**config.mk**
```make
export PLATFORM = sky130hd
export DESIGN_NAME = aesl_deadlock_proc_monitor
export DESIGN_NICKNAME = d
export VERILOG_FILES = /design/src/rtl/aesl_deadlock_proc_monitor.sv
export SDC_FILE = /design/constraint.sdc
export NUM_CORES = 1
export LEC_CHECK = 0
export ABC_AREA = 1
export ABC_CLOCK_PERIOD_IN_PS = 3700
export CORE_MARGIN = 2
export CORE_UTILIZATION = 25
export CTS_CLUSTER_DIAMETER = 30
export CTS_CLUSTER_SIZE = 10
export DETAILED_ROUTE_END_ITERATION = 7
export SKIP_CTS_REPAIR_TIMING = 1
export SLEW_MARGIN = 20
export SYNTH_ARGS = -nofsm -noshare
export SYNTH_HDL_FRONTEND = slang
export SYNTH_SLANG_ARGS = --single-unit
```
**constraint.sdc**
```tcl
create_clock -name clock -period 3.7 [get_ports clock]
set_input_delay 0.37 -clock clock [delete_from_list [all_inputs] [get_ports clock]]
set_output_delay 0.37 -clock clock [all_outputs]
set_load 0.1 [all_outputs]
```
**src/rtl/aesl_deadlock_proc_monitor.sv**
```systemverilog
// Per-process deadlock monitor: counts cycles of mutual blocking with peers,
// raises dl_detect_out once a threshold is hit, then joins the token circle.
//
// Ports:
//   clock, reset       rising-edge clock, async active-low reset
//   proc_blocked       this process is stalled on some channel
//   dep_chan_vec       bit i: blocked on the channel shared with peer i
//   dep_blocked_vec    bit i: peer i is itself blocked
//   report_active      report unit has latched a deadlock
//   origin             pulse: this process starts the current circle
//   token_in           token forwarded from some peer
//   token_clear        report unit closes the current circle
//   dl_detect_out      this process's deadlock / circle-member flag
//   token_out_vec      one-hot token forwarded to a peer
//   blk_cycles         current stall-counter value
module aesl_deadlock_proc_monitor #(
    parameter int DEP_NUM   = 2,
    parameter int THRESHOLD = 16,
    parameter int CNT_W     = 8
) (
    input  logic               clock,
    input  logic               reset,
    input  logic               proc_blocked,
    input  logic [DEP_NUM-1:0] dep_chan_vec,
    input  logic [DEP_NUM-1:0] dep_blocked_vec,
    input  logic               report_active,
    input  logic               origin,
    input  logic               token_in,
    input  logic               token_clear,
    output logic               dl_detect_out,
    output logic [DEP_NUM-1:0] token_out_vec,
    output logic [CNT_W-1:0]   blk_cycles
);

    localparam logic [2:0] IDLE  = 3'd0;
    localparam logic [2:0] WATCH = 3'd1;
    localparam logic [2:0] DL    = 3'd2;
    localparam logic [2:0] WAIT  = 3'd3;
    localparam logic [2:0] TOKEN = 3'd4;

    localparam logic [CNT_W-1:0] THR    = CNT_W'(THRESHOLD);
    localparam logic [CNT_W-1:0] THR_M1 = CNT_W'(THRESHOLD - 1);

    logic [2:0]         state;
    logic [2:0]         state_nxt;
    logic [CNT_W-1:0]   cnt_nxt;
    logic [DEP_NUM-1:0] fwd_sel;
    logic [DEP_NUM-1:0] mutual;
    logic [DEP_NUM-1:0] low_bit;
    logic               stall_cond;
    logic               tok_req;

    assign mutual     = dep_chan_vec & dep_blocked_vec;
    assign stall_cond = proc_blocked & (|mutual);
    assign tok_req    = origin | token_in;

    // Isolate the lowest set bit: x & -x.
    assign low_bit = mutual & (~mutual + DEP_NUM'(1));

    always_comb begin
        state_nxt = state;
        cnt_nxt   = blk_cycles;
        case (state)
            IDLE: begin
                if (stall_cond) begin
                    state_nxt = WATCH;
                    cnt_nxt   = (blk_cycles == THR) ? blk_cycles
                                                    : blk_cycles + 1'b1;
                end else begin
                    cnt_nxt = '0;
                end
            end
            WATCH: begin
                if (!stall_cond) begin
                    state_nxt = IDLE;
                    cnt_nxt   = '0;
                end else begin
                    // >= keeps THRESHOLD=1 reachable (counter is already 1).
                    if (blk_cycles >= THR_M1)
                        state_nxt = DL;
                    cnt_nxt = (blk_cycles == THR) ? blk_cycles
                                                  : blk_cycles + 1'b1;
                end
            end
            DL: begin
                if (report_active)
                    state_nxt = tok_req ? TOKEN : WAIT;
            end
            WAIT: begin
                if (tok_req)
                    state_nxt = TOKEN;
            end
            TOKEN: begin
                state_nxt = WAIT;
            end
            default: begin
                state_nxt = IDLE;
                cnt_nxt   = '0;
            end
        endcase
    end

    always_ff @(posedge clock or negedge reset) begin
        if (!reset) begin
            state      <= IDLE;
            blk_cycles <= '0;
            fwd_sel    <= '0;
        end else begin
            state      <= state_nxt;
            blk_cycles <= cnt_nxt;
            // TOKEN never follows TOKEN, so this fires only on entry.
            if (state_nxt == TOKEN)
                fwd_sel <= low_bit;
        end
    end

    assign dl_detect_out = ((state == DL) & ~report_active) |
                           (state == TOKEN);

    assign token_out_vec = ((state == TOKEN) & ~token_clear) ? fwd_sel
                                                             : '0;

endmodule

```
### Yosys cells after proc, flatten, opt, wreduce, memory -nomap -nowiden

Index checks and enable logic that the tools add are counted.

| word-level totals | value |
|---|---|
| input port bits | 11 |
| register bits after elaboration | 13 |
| logic and storage cells | 40 |

| operators by class | value |
|---|---|
| mux-type cells | 11 |
| bitwise operators | 11 |
| reduce and logical (&&, ||, !) cells | 5 |
| eq/ne operators | 7 |
| order comparisons | 1 |
| add/subtract/negate cells | 2 |

Operator list:

| cell | number |
|---|---|
| 3-bit 2-to-1 mux | 6 |
| 8-bit 2-to-1 mux | 2 |
| 8-bit one-hot mux with 2 select lines | 1 |
| 3-bit one-hot mux with 5 select lines | 1 |
| 8-bit by 1-bit adder with 8-bit output, second input constant | 1 |
| 8-bit by 5-bit == test with 1-bit output, second input constant | 1 |
| 8-bit by 4-bit >= comparator with 1-bit output, second input constant | 1 |
| 3-bit by 2-bit == test with 1-bit output, second input constant | 2 |
| 3-bit == test, second input constant | 2 |
| 2-bit AND | 2 |
| 2-bit OR reduction | 2 |
| 1-bit AND | 3 |
| 3-bit by 1-bit == test with 1-bit output, second input constant | 1 |
| 3-bit zero test | 1 |
| 3-bit != test, second input constant | 1 |
| 1-bit inverter | 3 |
| 3-bit OR reduction | 1 |
| 2-bit by 1-bit adder with 2-bit output, second input constant | 1 |
| 2-bit 2-to-1 mux | 1 |
| 2-bit inverter | 1 |
| 1-bit OR | 2 |
| 2-bit AND reduction | 1 |

### Depth between registers and ports, before layout

| logic depth | value |
|---|---|
| word-level depth | 6 |
| depth in mapped cells | 9 |
| gate-level depth less buffers | 9 |

### Worst setup path after synthesis

OpenSTA, ideal clock, no wires.

| path | value |
|---|---|
| path kind | reg2out |
| from | register state[1] |
| to | output token_out_vec[0] |
| data arrival time | 2.954 ns |
| stages on the path, launching flop included | 4 |
| setup slack | 0.376 ns |
| data required time | 3.330 ns |
| buffers on the path | 0 |
| cell sequence | dfrtp_1 > nor2_2 > nand2_1 > nor3b_1 |

| between the ends | value |
|---|---|
| longest elaborated chain between the ends | 3 |

Ends and longest elaborated chain:

| element | line | source |
|---|---|---|
| start: declaration | 44 | `logic [2:0] state;` |
| start signal: assignment | 109 | `state <= state_nxt;` |
| 3-bit == test | 120 | `assign token_out_vec = ((state == TOKEN) & ~token_clear) ? fwd_sel` |
| 1-bit AND | 120 |  |
| 2-bit 2-to-1 mux | 120 |  |
| end: declaration | 31 | `output logic [DEP_NUM-1:0] token_out_vec,` |

Every way passes these cells.

### Final worst setup path

| path | value |
|---|---|
| from | register blk_cycles[4] |
| to | output blk_cycles[4] |

RTL lines:

| element | line | source |
|---|---|---|
| start: declaration | 32 | `output logic [CNT_W-1:0] blk_cycles` |
| start signal: assignment | 110 | `blk_cycles <= cnt_nxt;` |

No word-level cell between the ends.

==> flow_summary.ini <==
[global_routing]
antenna_found_initial = 0
grt_pass1_wl_um = 3691
grt-ovfl-total = 0
grtUsageTotal_pct = 11.52
grt_pass1_vias = 838
grt_max_degree = 14

[cts]
clkSlewWorstSetupHoldPaths_ns = 0.06
clock_path_buffers = 2
htree_levels = 1
numClockSinks = 13
cts_made_buffers = 3
cts_tree = built
worst_skew_pair.late_latency_ns = 0.24
clock-root-buffer = clkbuf_8

[sta]
worst_slew_pin_slew_ns = 0.9621
setup_tns_ns = 0
period_minus_slack_ns = 2.305
setup_viol = 0
hold_viol = 0
max_freq_mhz = 433.8
skew_ns = 0.002175
fin_crit_sh_pct = 62.30
grt_setup_unrepaired = no
drv_slew = 0
max-slew-margin-rel_pct = 35.66

[yosys]
synthTopCellsByCount = nand2_1 (46), inv_1 (19), nand3_1 (18), nor2_1 (18), dfrtp_1 (13)
synth_area_um2 = 920.9
yosysUniqueCellTypes = 20
synth_nets = 152
ys_seq_area_share_pct = 35.33
yosys.cell_count.top_type = nand2_1
syn_avg_cell_area_um2 = 6.625
synth-warning-count = 0
synth_flop_cell = dfrtp_1
synth_edf_count = 0
synth_largest_area_cell = dfrtp_1
async_reset_ff_share_pct = 100.0
synth-seq-cells = 13
synthCells = 139
synth_top_area_share_pct = 35.33
ys_top_cells_by_area = dfrtp_1 (35%), nand2_1 (19%), nand3_1 (9.8%)

[critical_path]
crit_type = reg2out
critPathBufInv = 1
path_cells = clkdlybuf4s50_1
cpLargestDelayFamily = buffers and inverters
worst-path-max-fanout = 9
critPathSlowestCell = clkdlybuf4s50_1
critPathArrivalTime_ns = 1.94
max_stage_delay_ns = 1.19
worstSetupStartpointType = flip-flop
setup.worst_path.end_class = primary output
required_ns = 3.33

[detailed_routing]
routedWlPerCell_um = 9.773
drt_iter0_markers = 99
viasPerCell = 4.341
dr.pass1.iters = 4
via_count = 916
antenna_left = 0
drc_errors = 0
wirelength_um = 2062

[floorplan]
fp.dieW_um = 64.69
rows = 22
start_util_pct = 25.54
ioPinCount = 22
die_h_um = 64.69
die_area_um2 = 4185
fp.coreArea_um2 = 3606

[power_and_ir_drop]
ir_worst_vdd_mv = 0.08756
leakagePower_nw = 0.5925
total_power_w = 0.0003194
p_per_area_nw_per_um2 = 261.0

[placement]
post-dp-hpwl_um = 1644
gp_congestion = 0.7839
placedCellCount = 207
io_buffers = 21

[cells_and_area]
n_antenna_cell = 0
final_cells = 211
final_nets = 177
drive_gt1_share_pct = 8.589
fill_cells = 394
area_delta_synth_final_pct = 32.88

[job]
maxCapViolations = 0

[min_path]
hold_class = reg2reg

[run_status]
outcome = finished clean
-- state kept, by name, indices dropped and copies added, names as in the netlist --
register and cells:
blk_cycles 8, state 3, fwd_sel 2
-- cell families (layout without fill, tap and decap cells) --
group           after synthesis  count (layout)  synth area share, %
buf+inv                      21              45                8.695
fa+ha+maj                     2               2                2.717
compound gates                7               7                5.299
flops                        13              13                35.33
simple gates                 96              96                47.96
-- layout by cell type (no fill, tap or decap) --
| cell type | n |
|---|---|
| nor3_4 | 1 |
| nand2_4 | 2 |
| o21a_1 | 1 |
| nor2_1 | 18 |
| nor2_4 | 1 |
| inv_1 | 19 |
| nand2_2 | 1 |
| nor2_2 | 1 |
| dfrtp_1 | 13 |
| clkdlybuf4s50_1 | 18 |
| buf_4 | 3 |
| o21ai_0 | 5 |
| nand4_1 | 3 |
| nor3b_1 | 1 |
| inv_2 | 1 |
| o21ai_4 | 1 |
| ha_1 | 2 |
| nand3_1 | 18 |
| clkbuf_8 | 3 |
| nand3b_1 | 1 |
| nor3_1 | 3 |
| nand2_1 | 46 |
| clkbuf_1 | 1 |
-- metrics by stage --
| stage | hold slack, ns | util, % | setup WS (ns) | cell area (um2) |
|---|---|---|---|---|
| after floorplan | 0.07441 | - | 0.3764 | 920.9 |
| after detailed placement | 0.4744 | 32.69 | 1.662 | 1179 |
| after global routing | 0.5453 | 33.93 | 1.349 | 1224 |
| after CTS | 0.4873 | 33.93 | 1.390 | 1224 |
| after global placement | 0.4748 | 32.69 | 1.659 | 1179 |
| final | 0.4831 | 33.93 | 1.395 | 1224 |
-- final timing paths --
| check | start | cells after the start | slack [ns] | to |
|---|---|---|---|---|
| worst min register to register | fwd_sel[0] | 1 | 0.48 | fwd_sel[0] |
| max in group asynchronous | reset | 1 | 2.80 | blk_cycles[0] |
| worst min-delay path | fwd_sel[0] | 1 | 0.48 | fwd_sel[0] |
| worst max-delay path | blk_cycles[4] | 1 | 1.39 | blk_cycles[4] |
| min in group asynchronous | reset | 1 | 0.51 | state[1] |
| worst max register to register | blk_cycles[0] | 9 | 2.35 | blk_cycles[0] |
-- power by group --
part	internal (W)	total (W)	switching, W
Clock	0.0000761	0.000128	0.0000514
Combinational	0.0000166	0.0000424	0.0000258
Sequential	0.000146	0.000149	0.00000356
-- routing by layer --
metal,vias up,GRT usage (%),part of all wire (%)
li1,483,-,-
met1,403,15.22,48
met2,25,17.71,45
met3,5,2.604,4.3
met4,0,5.585,2.0
met5,-,0,0
-- area by class of cell --
| class | instances | area [um2] | share of cell area [%] |
|---|---|---|---|
| multi-input cells | 105 | 515.5 | 42.13 |
| inverters | 20 | 75.07 | 6.135 |
| flip-flops and latches | 13 | 325.3 | 26.58 |
| clock buffers | 4 | 45.04 | 3.681 |
| well taps | 48 | 60.06 | 4.908 |
| repair buffers | 21 | 202.7 | 16.56 |
(Power assumes the default switching activity.)
